`config.mk`:
```
export PLATFORM = sky130hd
export DESIGN_NAME = led_water
export DESIGN_NICKNAME = d
export VERILOG_FILES = /design/src/rtl/led_water_pkg.sv /design/src/rtl/led_step_tick.sv /design/src/rtl/led_water.sv
export SDC_FILE = /design/constraint.sdc
export NUM_CORES = 1
export LEC_CHECK = 0
export ABC_AREA = 1
export CAP_MARGIN = 20
export CORE_AREA = 2 2 39 41
export CTS_BUF_LIST = sky130_fd_sc_hd__clkbuf_4 sky130_fd_sc_hd__clkbuf_8
export CTS_CLUSTER_DIAMETER = 50
export DETAILED_ROUTE_END_ITERATION = 16
export DIE_AREA = 0 0 41 43
export PLACE_DENSITY = 0.54
export SYNTH_ARGS = -nofsm -noshare
export SYNTH_HDL_FRONTEND = slang
export SYNTH_SLANG_ARGS = --single-unit
export TNS_END_PERCENT = 20
```
`constraint.sdc`:
```
create_clock -name clk -period 1.6 [get_ports clk]
set_input_delay 0.32 -clock clk [delete_from_list [all_inputs] [get_ports clk]]
set_output_delay 0.32 -clock clk [all_outputs]
set_load 0.03 [all_outputs]
```
`src/rtl/led_water_pkg.sv`:
```
// Shared constants and helpers for the running-light LED generator.
// Keeps LED width, reset pattern and counter sizing in one place.
package led_water_pkg;

  localparam int LED_WIDTH = 8;
  localparam logic [LED_WIDTH-1:0] LED_RESET_PATTERN = 8'h01;

  // Prescaler width: clog2 of the step length, but never narrower than one bit.
  function automatic int cnt_width(input int n);
    return (n > 1) ? $clog2(n) : 1;
  endfunction

  function automatic logic [LED_WIDTH-1:0] rotl1(input logic [LED_WIDTH-1:0] v);
    return {v[LED_WIDTH-2:0], v[LED_WIDTH-1]};
  endfunction

endpackage

```
`src/rtl/led_step_tick.sv`:
```
// Step prescaler: counts 0..STEP_CYCLES-1 and pulses tick for one cycle at terminal count.
// Latency: tick on every STEP_CYCLES-th enabled edge; enable low freezes the count in place.
module led_step_tick
  import led_water_pkg::*;
#(
  parameter int STEP_CYCLES = 4
) (
  input  logic clk,
  input  logic rst_n,
  input  logic enable,
  output logic tick
);

  localparam int CW = cnt_width(STEP_CYCLES);
  localparam logic [CW-1:0] LAST = CW'(STEP_CYCLES - 1);

  logic [CW-1:0] cnt;
  logic          tc;

  assign tc   = (cnt == LAST);
  assign tick = enable && tc;

  // A disabled cycle holds cnt so the interval resumes rather than restarts.
  always_ff @(posedge clk or negedge rst_n) begin
    if (!rst_n) begin
      cnt <= '0;
    end else if (enable) begin
      cnt <= tc ? '0 : cnt + 1'b1;
    end
  end

endmodule

```
`src/rtl/led_water.sv`:
```
// 8-bit water-flow light: one lit LED rotates left once per STEP_CYCLES running edges.
// Latency: led is registered; stop freezes both pattern and step timer with no pending step.
module led_water
  import led_water_pkg::*;
#(
  parameter int STEP_CYCLES = 4
) (
  input  logic                 clk,
  input  logic                 rst_n,
  input  logic                 stop,
  output logic [LED_WIDTH-1:0] led
);

  logic tick;

  led_step_tick #(
    .STEP_CYCLES(STEP_CYCLES)
  ) u_step_tick (
    .clk   (clk),
    .rst_n (rst_n),
    .enable(~stop),
    .tick  (tick)
  );

  // Rotation of a one-hot value stays one-hot, so the reset pattern guarantees the invariant.
  always_ff @(posedge clk or negedge rst_n) begin
    if (!rst_n) begin
      led <= LED_RESET_PATTERN;
    end else if (tick) begin
      led <= rotl1(led);
    end
  end

endmodule

```
==> results of run 1 <==
==> worst paths after layout <==
check | start | end | cells after the start | slack (ps)
setup / recovery | led[0] | led[0] | 1 | 90
hold / removal | rst_n | led[1] | 1 | 360
setup reg to reg | u_step_tick.cnt[0] | led[4] | 4 | 440
hold reg to reg | led[0] | led[0] | 2 | 470
max in group asynchronous | rst_n | led[0] | 1 | 900
min in group clk | led[0] | led[0] | 2 | 470
==> layer usage <==
metal,global-route usage,vias to the layer above,part of all wire
li1,-,169,-
met1,0.144,156,0.46
met2,0.141,8,0.48
met3,0.0785,2,0.054
met4,0.0600,0,0.011
met5,0,-,0
==> through the flow <==
step	instances	area [sq um]	power (mW)	hold WS, ps	utilization
2_1_floorplan	46	430	0.391	24.4	-
4_1_cts	74	546	0.605	377	0.394
5_1_grt	74	546	0.641	391	0.394
3_3_place_gp	70	526	0.398	466	0.380
3_5_place_dp	70	526	0.403	468	0.380
6_report	74	546	0.592	363	0.394
==> layout make-up <==
class                           count  area [sq um]  share of cell area
Sequential cell                    10           251               0.461
Multi-Input combinational cell     33           150               0.275
Timing Repair Buffer               10          90.1               0.165
Clock buffer                        4          30.0              0.0550
Inverter                            1          3.75             0.00688
Tap cell                           16          20.0              0.0367
==> cells in the mapped netlist <==
cell	number	area, sq um
sky130_fd_sc_hd__nand2_1	22	82.6
sky130_fd_sc_hd__dfrtp_1	9	225
sky130_fd_sc_hd__nand3_1	8	40.0
sky130_fd_sc_hd__buf_6	1	11.3
sky130_fd_sc_hd__clkbuf_8	1	13.8
sky130_fd_sc_hd__dfstp_2	1	26.3
sky130_fd_sc_hd__ha_1	1	12.5
sky130_fd_sc_hd__inv_2	1	3.75
sky130_fd_sc_hd__nand2_4	1	11.3
sky130_fd_sc_hd__nor2_1	1	3.75
==> sequential cells by signal (all words and copies together), names as in the netlist <==
signal	flops
led	8
u_step_tick.cnt	2
==> power groups by stage <==
| stage | combinational [mW] | clock, mW | sequential, mW |
|---|---|---|---|
| detailed placement | 0.109 | 0 | 0.295 |
| finish | 0.104 | 0.197 | 0.290 |
| floorplan | 0.0990 | 0 | 0.292 |
| CTS | 0.108 | 0.208 | 0.290 |
| global placement | 0.104 | 0 | 0.294 |
| global route | 0.122 | 0.225 | 0.294 |
==> logic make-up after synthesis <==
| family | share of synthesized area |
|---|---|
| buffers and inverters | 0.0668 |
| AND/OR/NAND/NOR | 0.320 |
| adder cells (fa/ha/maj) | 0.0291 |
| flip-flops | 0.584 |
==> what timing repair did <==
item                       4_1_cts  5_1_grt
hold buffers                     0        0
gates resized for setup          8        0
setup endpoints to repair        8        0
==> worst register-to-register path, delay by kind of cell (launching register included) <==
kind / cells / cell delay, ps
fa+ha+maj: 1 / 410
flops: 1 / 370
simple gates: 3 / 260
==> flow_summary.yaml, run 1 <==
status:
  outcome: "completed"
worst_setup_path:
  worst_path_dominant_cell_family: "flip-flops"
  timing.critical_path.slowest_stage_cell: "sky130_fd_sc_hd__dfstp_2"
  crit_path_max_fanout: 3
  worst-endpoint-arrival_ps: 1190
  crit_path_cell_trace: "dlygate4sd2_1"
  timing.critical_path.to_type: "output pin"
  critical_path_class: "flop to output pin"
  cp.buffers_inverters: 1
  cp-start-kind: "flop"
  peak_per_stage_delay_on_the_critical_path_ps: 530
  critPathRequiredTime_ps: 1280
min_path:
  worst_hold_path_type: "input port to async pin"
timing:
  tightest_slew_ps: 446
  finalCritPeriodShare: 0.945
  setup_viol_count_final: 0
  finalCriticalPeriod_ps: 1510
  hold_violation_total_from_the_final_report: 0
  fin_skew_ps: 6.06
  slew_headroom: 0.702
  unrepaired_setup_endpoints_after_global_routing: "no"
  clock.fmax_mhz: 661
  final_sum_of_negative_setup_slack_ps: 0
  final-max-slew-violation-count: 0
  setup_ws_ps: 87.5
cells_and_area:
  num_antenna_cells: 0
  layout_common_cells: "22 x sky130_fd_sc_hd__nand2_1, 9 x sky130_fd_sc_hd__dfrtp_1, 8 x sky130_fd_sc_hd__nand3_1, 8 x sky130_fd_sc_hd__dlygate4sd2_1, 4 x sky130_fd_sc_hd__clkbuf_4"
  final_nets: 63
  post_route_cells_drive_above_1_share: 0.121
  layout_commonest_cell: "sky130_fd_sc_hd__nand2_1"
  areaGrowthSynthToFinish_pct: 26.7
  number_of_fill_cells_in_the_layout: 152
drt:
  totalWireLength_microns: 759
  drt_first_pass_iters: 3
  route.detailed.wl_per_inst_microns: 10.3
  drt_iter0_drc: 3
  ant_nets: 0
  dr_total_vias: 335
  drc_errors: 0
  via_per_inst: 4.53
pwr:
  switching_share: 0.283
  peakVddDrop_uv: 695
  power.share.sequential: 0.491
  power_density_over_the_cells_mw_per_mm2: 1080
  net_switching_power_mw: 0.167
  total_leakage_power_nw: 0.331
  share_clk_of_total_power: 0.333
  cellInternalPower_mw: 0.424
  p_comb_frac: 0.176
floorplan:
  die_y_microns: 43
  fp.dieArea_sq_mm: 0.00176
  die_w_microns: 41
  io-pin-count: 11
  start_util: 0.311
  placeableCoreArea_sq_mm: 0.00138
  std_cell_rows: 14
global_route:
  grtUsageTotal: 0.114
  grt_remaining_overflow: 0
  grt_first_pass_wirelength_mm: 1.26
  maximum_number_of_pins_on_one_net_before_global_route_repair: 12
  grt_antenna_before_repair: 0
  number_of_global_route_vias_before_repair: 285
clocking:
  max_buffers_root_to_sink: 2
  tritoncts: "yes"
  cts.sink_count: 10
  insertion_delay_of_the_later_clocked_pin_in_the_worst_skew_pair_ps: 270
  cts_root_buffer: "sky130_fd_sc_hd__clkbuf_4"
  cts.reportedPaths.clkPinSlew_ps: 60
  htree_levels: 1
  cts_made_buffers: 3
  postCtsSetupBuffers: 0
logic_synthesis:
  netlist-cell-type-count: 10
  post_synth.cell_area_avg_sq_um: 9.36
  syn_nets: 50
  postSynthRegisterBits: 10
  syn-instance-count: 46
  synth_area_sq_um: 430
  yosys_warnings: 0
  synth-seq-area-share: 0.584
placed_design:
  gp_congestion: 0.727
  port-buffer-count: 10
  place_worst_setup_slack_ps: 100
  detailed_place_hpwl_microns: 544
run:
  max_cap_viol_count: 0
Note: power is estimated with default switching activity, not from simulation.
==> run 2: changes to the inputs <==
SETUP_SLACK_MARGIN = 0.2   (was unset)
SLEW_MARGIN = 25   (was unset)
==> flow_summary.yaml, run 2 (synthesized netlist as in run 1, its figures left out) <==
status:
  outcome: "completed"
clocking:
  cts_root_buffer: "sky130_fd_sc_hd__clkbuf_4"
  cts.reportedPaths.clkPinSlew_ps: 60
  insertion_delay_of_the_later_clocked_pin_in_the_worst_skew_pair_ps: 270
  cts.sink_count: 10
  cts_made_buffers: 3
  max_buffers_root_to_sink: 2
  tritoncts: "yes"
  htree_levels: 1
placed_design:
  port-buffer-count: 10
  detailed_place_hpwl_microns: 544
  gp_congestion: 0.727
timing:
  clock.fmax_mhz: 739
  hold_violation_total_from_the_final_report: 0
  finalCritPeriodShare: 0.846
  slew_headroom: 0.702
  finalCriticalPeriod_ps: 1350
  setup_viol_count_final: 0
  final-max-slew-violation-count: 0
  unrepaired_setup_endpoints_after_global_routing: "yes"
  tightest_slew_ps: 446
  final_sum_of_negative_setup_slack_ps: 0
  fin_skew_ps: 6.06
  hold_ws_ps: 363
pwr:
  peakVddDrop_uv: 695
  power.total_mw: 0.592
  net_switching_power_mw: 0.167
  p_comb_frac: 0.176
  power.share.sequential: 0.491
  share_clk_of_total_power: 0.333
  cellInternalPower_mw: 0.424
  total_leakage_power_nw: 0.324
  switching_share: 0.283
  power_density_over_the_cells_mw_per_mm2: 1090
drt:
  drt_iter0_drc: 3
  via_per_inst: 4.53
  drc_errors: 0
  totalWireLength_microns: 761
  drt_first_pass_iters: 3
  route.detailed.wl_per_inst_microns: 10.3
  ant_nets: 0
  dr_total_vias: 335
floorplan:
  start_util: 0.311
  die_w_microns: 41
  io-pin-count: 11
  die_y_microns: 43
  placeableCoreArea_sq_mm: 0.00138
  fp.dieArea_sq_mm: 0.00176
  std_cell_rows: 14
global_route:
  maximum_number_of_pins_on_one_net_before_global_route_repair: 12
  number_of_global_route_vias_before_repair: 285
  grt_first_pass_wirelength_mm: 1.26
  grtUsageTotal: 0.114
  grt_remaining_overflow: 0
  grt_antenna_before_repair: 0
cells_and_area:
  largest-register: "led"
  areaGrowthSynthToFinish_pct: 26.2
  largest_register_ff_count: 8
  num_antenna_cells: 0
  layout_commonest_cell: "sky130_fd_sc_hd__nand2_1"
  post_route_cells_drive_above_1_share: 0.138
  number_of_fill_cells_in_the_layout: 153
  reg.largest.list: "led: 8 flops, u_step_tick.cnt: 2 flops"
  final_nets: 63
  layout_common_cells: "22 x sky130_fd_sc_hd__nand2_1, 9 x sky130_fd_sc_hd__dfrtp_1, 8 x sky130_fd_sc_hd__nand3_1"
worst_setup_path:
  critical_path_class: "flop to output pin"
  worst_r2r_endpoint: "led[4]"
  timing.critical_path.slowest_stage_cell: "sky130_fd_sc_hd__dlygate4sd2_1"
  worst_path_dominant_cell_family: "buffers and inverters"
  r2r-start: "u_step_tick.cnt[0]"
  timing.critical_path.to_type: "output pin"
  ff2ff_setup_slack_ps: 440
  crit_path_max_fanout: 3
  critPathRequiredTime_ps: 1280
  crit_path_cell_trace: "dlygate4sd2_1"
  worst-endpoint-arrival_ps: 1030
  peak_per_stage_delay_on_the_critical_path_ps: 400
  r2r_cells: 4
  cp-start-kind: "flop"
  cp.buffers_inverters: 1
min_path:
  worst_hold_path_type: "input port to async pin"
run:
  max_cap_viol_count: 0
run 2: cell count changes in the layout (fill, tap and decap cells not counted), sizes merged:
cell / change
buf: +1
dlygate4sd2: -2
clkdlybuf4s15: +1
run 2: power groups by stage:
stage          clock network (mW)  logic (mW)  registers (mW)
3_3_place_gp                    0       0.104           0.294
2_1_floorplan                   0      0.0990           0.292
4_1_cts                     0.208       0.108           0.290
6_report                    0.197       0.104           0.290
3_5_place_dp                    0       0.109           0.295
5_1_grt                     0.225       0.122           0.294
run 2: worst max-delay path by stage:
stage / end / cells after the start / start / slack, ps
floorplan: led[2] / 5 / u_step_tick.cnt[0] / 620
global placement: led[0] / 1 / led[0] / 110
detailed placement: led[0] / 1 / led[0] / 100
CTS: led[2] / 1 / led[2] / 220
global route: led[5] / 1 / led[5] / 180
finish: led[7] / 1 / led[7] / 250
run 2: layout make-up:
type	count	area, sq um	share of cell area
Inverter	1	3.75	0.00691
Multi-Input combinational cell	33	150	0.276
Timing Repair Buffer	10	87.6	0.161
Sequential cell	10	251	0.463
Clock buffer	4	30.0	0.0553
Tap cell	16	20.0	0.0369
run 2: metal layers:
layer	share of wire	GRT usage	vias up	routed length [microns]
met4	0.011	0.0600	0	8
met2	0.48	0.141	8	362
li1	-	-	169	-
met5	0	0	-	0
met3	0.057	0.0785	2	43
met1	0.45	0.144	156	346
run 2: metrics by stage:
stage / area [sq um] / worst slack (ps) / util / std cells
detailed placement: 526 / 100 / 0.380 / 70
global route: 543 / 181 / 0.392 / 74
global placement: 526 / 106 / 0.380 / 70
CTS: 542 / 223 / 0.392 / 74
finish: 543 / 246 / 0.392 / 74
floorplan: 430 / 622 / - / 46
run 2: timing repair:
action                                  4_1_cts  5_1_grt
buffers inserted                              0        0
endpoints found under the setup margin        8        5
gates cloned                                  0        0
gates resized for setup                      12        1
hold buffers                                  0        0
